--- config.mk ---
export PLATFORM = sky130hd
export DESIGN_NAME = seq_muldiv_unit
export DESIGN_NICKNAME = d
export VERILOG_FILES = /design/src/rtl/seq_muldiv_unit.sv
export SDC_FILE = /design/constraint.sdc
export NUM_CORES = 1
export LEC_CHECK = 0
export CAP_MARGIN = 10
export CORE_UTILIZATION = 30
export DETAILED_ROUTE_END_ITERATION = 10
export GPL_ROUTABILITY_DRIVEN = 0
export SETUP_SLACK_MARGIN = 0.5
export SLEW_MARGIN = 30
export SYNTH_ARGS = -nofsm -noshare
export SYNTH_HDL_FRONTEND = slang
export SYNTH_SLANG_ARGS = --single-unit
--- constraint.sdc ---
create_clock -name clk -period 5.91 [get_ports clk]
set_input_delay 1.182 -clock clk [delete_from_list [all_inputs] [get_ports clk]]
set_output_delay 1.182 -clock clk [all_outputs]
set_load 0.05 [all_outputs]
--- src/rtl/seq_muldiv_unit.sv ---
// ---------------------------------------------------------------------------
// seq_muldiv_unit
//
// Iterative unsigned multiply / divide execution stage. Takes two operands read
// from the 4x8 register file, runs WIDTH shift-add (multiply) or restoring
// shift-subtract (divide) steps, then drives the register file write port to
// write the low result back to dest_addr.
//
// Optional feature, macro MULDIV_HI_WB_EN:
//   defined   -> an extra WB_HI cycle writes result_hi to (dest_addr+1) mod 4;
//                done pulses in WB_HI instead of WB.
//   undefined -> single write-back cycle; the high byte / remainder is only
//                visible on result_hi.
//
// Ports:
//   clk, reset         rising-edge clock, synchronous active-high reset
//   start              request, accepted only while idle (busy=0)
//   op                 0 = multiply, 1 = divide (both unsigned)
//   operand_a/b        multiplicand/multiplier or dividend/divisor
//   dest_addr          destination register
//   busy               operation in flight (RUN and all write-back cycles)
//   done               one-cycle pulse on the final write-back cycle
//   div_by_zero        valid with done
//   result_hi          product high half / remainder, valid with done
//   RegWrite           register-file write enable
//   write_addr/data    register-file write address / data
//   dbg_state          current FSM state, for checkers
//
// Handshake: start is sampled on a rising edge while the unit is idle; it is
// a request, not a valid/ready pair, so a start seen while busy is dropped and
// never queued. Completion is signalled only by done (no back-pressure).
//
// Timing: start accepted at edge E0. RUN performs WIDTH steps on edges
// E0+1..E0+WIDTH, then holds the finished result for one more cycle while the
// write-back registers are loaded; all outputs are registered, so RegWrite is
// high in the cycle after edge E0+WIDTH+1.
// ---------------------------------------------------------------------------
module seq_muldiv_unit #(
  parameter int WIDTH  = 8,
  parameter int ADDR_W = 2
) (
  input  logic              clk,
  input  logic              reset,
  input  logic              start,
  input  logic              op,
  input  logic [WIDTH-1:0]  operand_a,
  input  logic [WIDTH-1:0]  operand_b,
  input  logic [ADDR_W-1:0] dest_addr,
  output logic              busy,
  output logic              done,
  output logic              div_by_zero,
  output logic [WIDTH-1:0]  result_hi,
  output logic              RegWrite,
  output logic [ADDR_W-1:0] write_addr,
  output logic [WIDTH-1:0]  write_data,
  output logic [1:0]        dbg_state
);

  localparam int CNT_W = $clog2(WIDTH + 1);

  typedef enum logic [1:0] {
    ST_IDLE  = 2'd0,
    ST_RUN   = 2'd1,
    ST_WB    = 2'd2
`ifdef MULDIV_HI_WB_EN
    ,
    ST_WB_HI = 2'd3
`endif
  } state_t;

  state_t             state_q, state_d;
  logic [CNT_W-1:0]   count_q, count_d;
  logic               op_q, op_d;
  // Multiplicand for multiply, divisor for divide.
  logic [WIDTH-1:0]   opnd_q, opnd_d;
  // hi/lo: product {hi,lo} for multiply; remainder (hi) and quotient (lo,
  // shifting in from the dividend) for divide.
  logic [WIDTH-1:0]   hi_q, hi_d;
  logic [WIDTH-1:0]   lo_q, lo_d;
  logic [ADDR_W-1:0]  dest_q, dest_d;

  logic               busy_q, busy_d;
  logic               done_q, done_d;
  logic               dbz_q, dbz_d;
  logic [WIDTH-1:0]   result_hi_q, result_hi_d;
  logic               reg_write_q, reg_write_d;
  logic [ADDR_W-1:0]  write_addr_q, write_addr_d;
  logic [WIDTH-1:0]   write_data_q, write_data_d;

  // Single iteration datapath.
  logic [WIDTH:0]     mul_sum;
  logic [WIDTH:0]     rem_shift;
  logic [WIDTH-1:0]   rem_diff;
  logic               rem_ge;

  always_comb begin
    mul_sum   = {1'b0, hi_q} + (lo_q[0] ? {1'b0, opnd_q} : {(WIDTH+1){1'b0}});
    rem_shift = {hi_q, lo_q[WIDTH-1]};
    // The true difference is always below the divisor when rem_ge is set,
    // so WIDTH bits are enough. A zero divisor makes every step "fit",
    // yielding an all-ones quotient and the dividend as remainder.
    rem_diff  = rem_shift[WIDTH-1:0] - opnd_q;
    rem_ge    = (rem_shift >= {1'b0, opnd_q});
  end

  always_comb begin
    state_d      = state_q;
    count_d      = count_q;
    op_d         = op_q;
    opnd_d       = opnd_q;
    hi_d         = hi_q;
    lo_d         = lo_q;
    dest_d       = dest_q;
    done_d       = 1'b0;
    dbz_d        = dbz_q;
    result_hi_d  = result_hi_q;
    reg_write_d  = 1'b0;
    write_addr_d = write_addr_q;
    write_data_d = write_data_q;

    case (state_q)
      ST_IDLE: begin
        if (start) begin
          op_d        = op;
          opnd_d      = op ? operand_b : operand_a;
          hi_d        = '0;
          lo_d        = op ? operand_a : operand_b;
          dest_d      = dest_addr;
          count_d     = '0;
          dbz_d       = 1'b0;
          result_hi_d = '0;
          state_d     = ST_RUN;
        end
      end

      ST_RUN: begin
        if (count_q != CNT_W'(WIDTH)) begin
          if (op_q) begin
            hi_d = rem_ge ? rem_diff : rem_shift[WIDTH-1:0];
            lo_d = {lo_q[WIDTH-2:0], rem_ge};
          end else begin
            hi_d = mul_sum[WIDTH:1];
            lo_d = {mul_sum[0], lo_q[WIDTH-1:1]};
          end
          count_d = count_q + CNT_W'(1);
        end else begin
          // Result is final; load the write-back registers.
          state_d      = ST_WB;
          reg_write_d  = 1'b1;
          write_addr_d = dest_q;
          write_data_d = lo_q;
          result_hi_d  = hi_q;
          dbz_d        = op_q && (opnd_q == '0);
`ifdef MULDIV_HI_WB_EN
          done_d       = 1'b0;
`else
          done_d       = 1'b1;
`endif
        end
      end

      ST_WB: begin
`ifdef MULDIV_HI_WB_EN
        state_d      = ST_WB_HI;
        reg_write_d  = 1'b1;
        write_addr_d = dest_q + ADDR_W'(1);
        write_data_d = hi_q;
        done_d       = 1'b1;
`else
        state_d      = ST_IDLE;
`endif
      end

`ifdef MULDIV_HI_WB_EN
      ST_WB_HI: begin
        state_d = ST_IDLE;
      end
`endif

      default: begin
        state_d = ST_IDLE;
      end
    endcase

    busy_d = (state_d != ST_IDLE);
  end

  always_ff @(posedge clk) begin
    if (reset) begin
      state_q      <= ST_IDLE;
      count_q      <= '0;
      op_q         <= 1'b0;
      opnd_q       <= '0;
      hi_q         <= '0;
      lo_q         <= '0;
      dest_q       <= '0;
      busy_q       <= 1'b0;
      done_q       <= 1'b0;
      dbz_q        <= 1'b0;
      result_hi_q  <= '0;
      reg_write_q  <= 1'b0;
      write_addr_q <= '0;
      write_data_q <= '0;
    end else begin
      state_q      <= state_d;
      count_q      <= count_d;
      op_q         <= op_d;
      opnd_q       <= opnd_d;
      hi_q         <= hi_d;
      lo_q         <= lo_d;
      dest_q       <= dest_d;
      busy_q       <= busy_d;
      done_q       <= done_d;
      dbz_q        <= dbz_d;
      result_hi_q  <= result_hi_d;
      reg_write_q  <= reg_write_d;
      write_addr_q <= write_addr_d;
      write_data_q <= write_data_d;
    end
  end

  assign busy        = busy_q;
  assign done        = done_q;
  assign div_by_zero = dbz_q;
  assign result_hi   = result_hi_q;
  assign RegWrite    = reg_write_q;
  assign write_addr  = write_addr_q;
  assign write_data  = write_data_q;
  assign dbg_state   = state_q;

endmodule
==> out/results.tsv, run 1 <==
stage	metric	value	unit
synthesis	synth_edf_count	0	
synthesis	synth_top_area_cell	dfxtp_1	
synthesis	synth_compound_area_frac	0.2202	
setup_path	critPathSlowestCell	clkdlybuf4s50_1	
timing	final-hold-violation-count	0	
finish	diodes	0	
floorplan	start_util	0.3134	
setup_path	cp-end-kind	output pin	
synthesis	async_reset_ff_frac	0	
flow_run	cap_violations	0	
synthesis	synth.area.mux_share	0.06192	
global_route	use_met1	0.1967	
detailed_routing	first_pass_iters	4	
synthesis	synth-xor-area-share	0.03683	
finish	layout.cells.non_filler	548	
synthesis	synth_top_family_by_area	compound AO/OA/AOI/OAI gates	
clock_tree	cts.path.max_buffers	2	
global_route	grtUsageTotal	0.1452	
power	power.density	208.5	nW/um^2
synthesis	syn_inst	383	
synthesis	yosys_warnings	0	
timing	tns	0	ns
synthesis	syn_nets	425	
synthesis	ys_ff_latch	54	
setup_path	path_max_fanout	4	
detailed_routing	avgViaCountPerCell	5.002	
timing	rsz0062_at_grt	no	
global_route	grtUsageMet3	0.02832	
timing	fin_crit_sh	0.4684	
global_route	grt_overflow	0	
setup_path	crit_family	buffers and inverters	
finish	syn2layout_area_growth	20.32	%
power	irDropWorstVdd	0.00009604	V
timing	fin_skew	0.01146	ns
global_route	groute.layer.met2.usage	0.2378	
floorplan	die_area	10720	um^2
setup_path	start_kind	register	
setup_path	critPathMaxStageDelay	0.84	ns
finish	final_common_cell	dfxtp_1	
floorplan	die_w	103.5	um
global_route	grt_max_degree	52	
clock_tree	cts_sinks	54	
detailed_routing	ant_nets	0	
timing	fmaxAchievable	0.3613	GHz
power	finalPower	0.7755	mW
setup_path	criticalPathCategory	reg2out	
floorplan	ios	46	
clock_tree	cts_hold_buf	0	
power	p_leak	1.358	nW
finish	nets	456	
setup_path	cp_cell_sequence	clkdlybuf4s50_1	
clock_tree	htree_num_levels	2	
clock_tree	path_clk_slew	0.11	ns
clock_tree	insertion_delay	0.31	ns
global_route	grt_pass1_wl	12740	um
timing	slew_headroom	0.4526	
finish	most-common-layout-cells	dfxtp_1, nand2_1, a21oi_1, clkdlybuf4s50_1, nor2_1	
global_route	grt-busiest-layer	met2	
placed_design	io_buffers	45	
detailed_routing	wire_per_inst	14.16	um
detailed_routing	vias	2741	
worst_hold_path	hold_class	reg2reg	
synthesis	synthFlopType	dfxtp_1	
synthesis	ys_types	47	
detailed_routing	drc	0	
setup_path	crit_buf_inv	1	
timing	setup_viol	0	
clock_tree	ctsRootBufferMaster	clkbuf_8	
floorplan	fp.dieH	103.5	um
synthesis	synthAdderAreaFrac	0.08580	
finish	drive_above_1_share	0.04096	
global_route	antenna_found_initial	0	
run_status	status	completed	
setup_path	arrival	1.59	ns
clock_tree	cts_tree	yes	
synthesis	yosysSeqAreaShare	0.3497	
synthesis	yosys.area_share.simple	0.1943	
timing	holdWs	0.4572	ns
synthesis	syn_area	3092	um^2
placed_design	hpwl	5776	um
clock_tree	cts_resized	0	
clock_tree	post_cts_buffers	0	
floorplan	core_area	9864	um^2
clock_tree	cts_buffers	5	
synthesis	syn_avg_cell_area	8.072	um^2
timing	min_period	2.768	ns
detailed_routing	wl	7758	um
timing	worst_pin_slew	0.8200	ns
timing	drv_slew	0	
placed_design	dp.cells	540	
floorplan	rows	36	
setup_path	crit_required	4.73	ns
global_route	grt_pass1_vias	2545	
synthesis	synth_area_leaders	dfxtp_1, ha_1, a21oi_1	
detailed_routing	drt_iter0_drc	154	
synthesis	yosys.area.top_type_share	0.3497	
cells in the mapped netlist, drive strengths merged, types with 2 or more instances:
library cell and n:
a21o 2, nor2b 12, dfxtp 54, ha 18, a22oi 4, o21ai 10, mux2i 18, nor2 36
buf 9, inv 18, o221ai 2, and2 10, a211oi 24, fa 2, xnor2 4, nor4 2
a31oi 2, nand2 53, a211o 3, nor3 5, o21a 2, clkbuf 13, a21oi 45, nand3 11
xor2 9, a311oi 2
layout make-up:
| cell class | count | area [um^2] |
|---|---|---|
| Clock inverter | 3 | 23.77 |
| Timing Repair Buffer | 46 | 452.9 |
| Sequential cell | 54 | 1081 |
| Inverter | 18 | 67.56 |
| Multi-Input combinational cell | 289 | 1859 |
| Fill cell | 1020 | 6145 |
| Clock buffer | 5 | 68.82 |
| Tap cell | 133 | 166.4 |
state kept, by name (all words and copies together) (netlist names):
register and flops:
op_q 1, count_q 4, RegWrite 1, dest_q 2, busy 1, write_data 8, write_addr 2, div_by_zero 1
result_hi 8, lo_q 8, hi_q 8, opnd_q 8, dbg_state 2
path summary, 6_finish.rpt:
check	start	endpoint	slack, ns	cells past startpoint
max reg2reg	opnd_q[4]	hi_q[7]	3.29	9
min	result_hi[3]	result_hi[3]	0.46	2
min reg2reg	result_hi[3]	result_hi[3]	0.46	2
max	dbg_state[1]	dbg_state[1]	3.14	1
power breakdown:
group	switching, mW	internal, mW	total, mW
clock network	0.131	0.0851	0.216
registers	0.0204	0.378	0.398
logic	0.0910	0.0702	0.161
total	0.243	0.533	0.775
worst reg2reg max path, delay by kind of cell, from the launching register on:
family,cells,cell delay (ns)
mux,1,0.17
fa+ha+maj,1,0.37
buf+inv,1,0.08
flops,1,0.43
simple gates,2,0.33
compound gates,4,1.18
kinds of logic (layout without fill, tap and decap cells):
kind of cell             after synthesis  in the layout
AO/OA/AOI/OAI                        104            104
XOR/XNOR                              13             13
adder cells (fa/ha/maj)               20             20
buffers and inverters                 40             72
flip-flops                            54             54
multiplexers                          19             19
AND/OR/NAND/NOR                      133            133
per-layer routing:
layer	share of wire	up-vias	routed length (um)
met3	0.036	6	283
met4	0.012	0	92
met2	0.46	57	3584
met1	0.49	1271	3798
met5	0	-	0
li1	-	1407	-
stage by stage:
| stage | utilization | instance area, um^2 | setup slack, ns |
|---|---|---|---|
| final | 0.3771 | 3720 | 3.142 |
| after detailed placement | 0.3682 | 3632 | 2.841 |
| after global placement | 0.3677 | 3627 | 2.866 |
| after CTS | 0.3776 | 3725 | 3.139 |
| after global routing | 0.3771 | 3720 | 2.934 |
| after floorplan | - | 3092 | 3.688 |
(Power assumes the default switching activity.)
==> inputs of run 2 (changes only) <==
==> constraint.sdc (replaced) <==
create_clock -name clk -period 2.3 [get_ports clk]
set_input_delay 0.46 -clock clk [delete_from_list [all_inputs] [get_ports clk]]
set_output_delay 0.46 -clock clk [all_outputs]
set_load 0.05 [all_outputs]
==> run 2 against run 1 <==
  * Utilization increased by 4.6 points
  * Setup slack lost 3.1 ns
  * Sequential power grew to 2.5 times the previous value
  * Largest cell class unchanged
==> out/results.tsv, run 2 (synthesis gave the netlist of run 1 again) <==
stage	metric	value	unit
run_status	status	completed	
placed_design	hpwl	6453	um
worst_hold_path	hold_class	reg2reg	
placed_design	dpl_cell_area	3885	um^2
setup_path	criticalPathCategory	reg2reg	
finish	design_area	4170	um^2
clock_tree	cts_tree	yes	
floorplan	fp.dieH	103.5	um
clock_tree	insertion_delay	0.31	ns
timing	rsz0062_at_grt	yes	
setup_path	start_kind	register	
timing	min_period	2.212	ns
timing	setup_viol	0	
detailed_routing	vias	2942	
placed_design	io_buffers	45	
floorplan	ios	46	
detailed_routing	drt_iter0_drc	107	
timing	final-hold-violation-count	0	
detailed_routing	ant_nets	0	
timing	fin_crit_sh	0.9618	
timing	setup_ws	0.08791	ns
global_route	grt_pass1_wl	14130	um
clock_tree	htree_num_levels	2	
timing	fin_skew	0.003387	ns
setup_path	path_max_fanout	3	
detailed_routing	wire_per_inst	14.44	um
detailed_routing	drc	0	
flow_run	cap_violations	0	
floorplan	start_util	0.3134	
clock_tree	cts_hold_buf	0	
finish	diodes	0	
clock_tree	ctsRootBufferMaster	clkbuf_8	
timing	drv_slew	0	
setup_path	cp-end-kind	register	
floorplan	core_area	9864	um^2
finish	most-common-layout-cells	nand2_1, dfxtp_1, a21oi_1, nor2_1, buf_4	
setup_path	crit_required	2.49	ns
power	power.density	515.5	nW/um^2
finish	nets	490	
clock_tree	cts.path.max_buffers	2	
clock_tree	cts_sinks	54	
detailed_routing	wl	8406	um
timing	fmaxAchievable	0.4521	GHz
floorplan	die_w	103.5	um
timing	worst_pin_slew	0.7266	ns
finish	drive_above_1_share	0.1960	
clock_tree	cts_buffers	5	
finish	syn2layout_area_growth	34.88	%
floorplan	die_area	10720	um^2
clock_tree	path_clk_slew	0.11	ns
power	p_leak	1.679	nW
detailed_routing	first_pass_iters	4	
floorplan	rows	36	
global_route	grtUsageTotal	0.1621	
global_route	grt_pass1_vias	2918	
global_route	grt_overflow	0	
global_route	grt_max_degree	26	
timing	slew_headroom	0.5105	
detailed_routing	avgViaCountPerCell	5.055	
global_route	antenna_found_initial	0	
power	irDropWorstVdd	0.0003489	V
finish	final_common_cell	nand2_1	
setup_path	arrival	2.41	ns
placed_design	dp_slack	0.03840	ns
-- run 2: what timing repair did --
action / CTS / global route
setup buffers: 6 / 2
pin swaps: 9 / 18
endpoints found under the setup margin: 40 / 19
resized for setup: 37 / 27
-- run 2: power breakdown --
group          leakage (nW)  total [mW]  switching, mW  internal [mW]
Sequential            0.445        1.01         0.0391          0.972
Combinational          1.18       0.560          0.293          0.266
Clock                0.0502       0.579          0.352          0.227
Total                  1.68        2.15          0.684           1.47
-- run 2: worst paths after layout --
check / slack (ns) / startpoint / cells past startpoint / to
max: 0.09 / opnd_q[0] / 10 / hi_q[6]
max reg2reg: 0.09 / opnd_q[0] / 10 / hi_q[6]
min reg2reg: 0.46 / write_data[2] / 2 / write_data[2]
min: 0.46 / write_data[2] / 2 / write_data[2]
-- run 2: critical path, cell delays in order (launching register included) --
cell,delay (ns)
dfxtp_4,0.38
ha_4,0.13
inv_2,0.04
fa_2,0.33
a21o_1,0.20
a311o_1,0.34
a21oi_2,0.18
xor2_1,0.17
nor2_1,0.06
a21oi_1,0.12
o221ai_1,0.15
-- run 2: area by class of cell --
cell class	instances	area (um^2)
fillers	984	5694
multi-input cells	289	2006
flip-flops and latches	54	1100
repair buffers	80	733.2
well taps	133	166.4
clock buffers	5	68.82
inverters	18	67.56
clock inverters	3	28.78
-- run 2: metrics by stage --
stage,util,hold WS [ns],instances,power [mW],setup TNS (ns)
detailed placement,0.3938,0.4497,566,1.521,0
global route,0.4228,0.4756,582,2.258,-0.03589
CTS,0.4115,0.4632,580,2.124,0
finish,0.4228,0.4582,582,2.150,0
floorplan,-,0.4322,383,1.350,0
global placement,0.3938,0.4450,566,1.518,0
-- run 2: routing by layer --
| metal | vias up | GRT usage | routed length (um) |
|---|---|---|---|
| li1 | 1483 | - | - |
| met1 | 1383 | 0.2163 | 4000 |
| met2 | 65 | 0.2709 | 3985 |
| met3 | 11 | 0.02391 | 288 |
| met4 | 0 | 0.04555 | 131 |
| met5 | - | 0 | 0 |
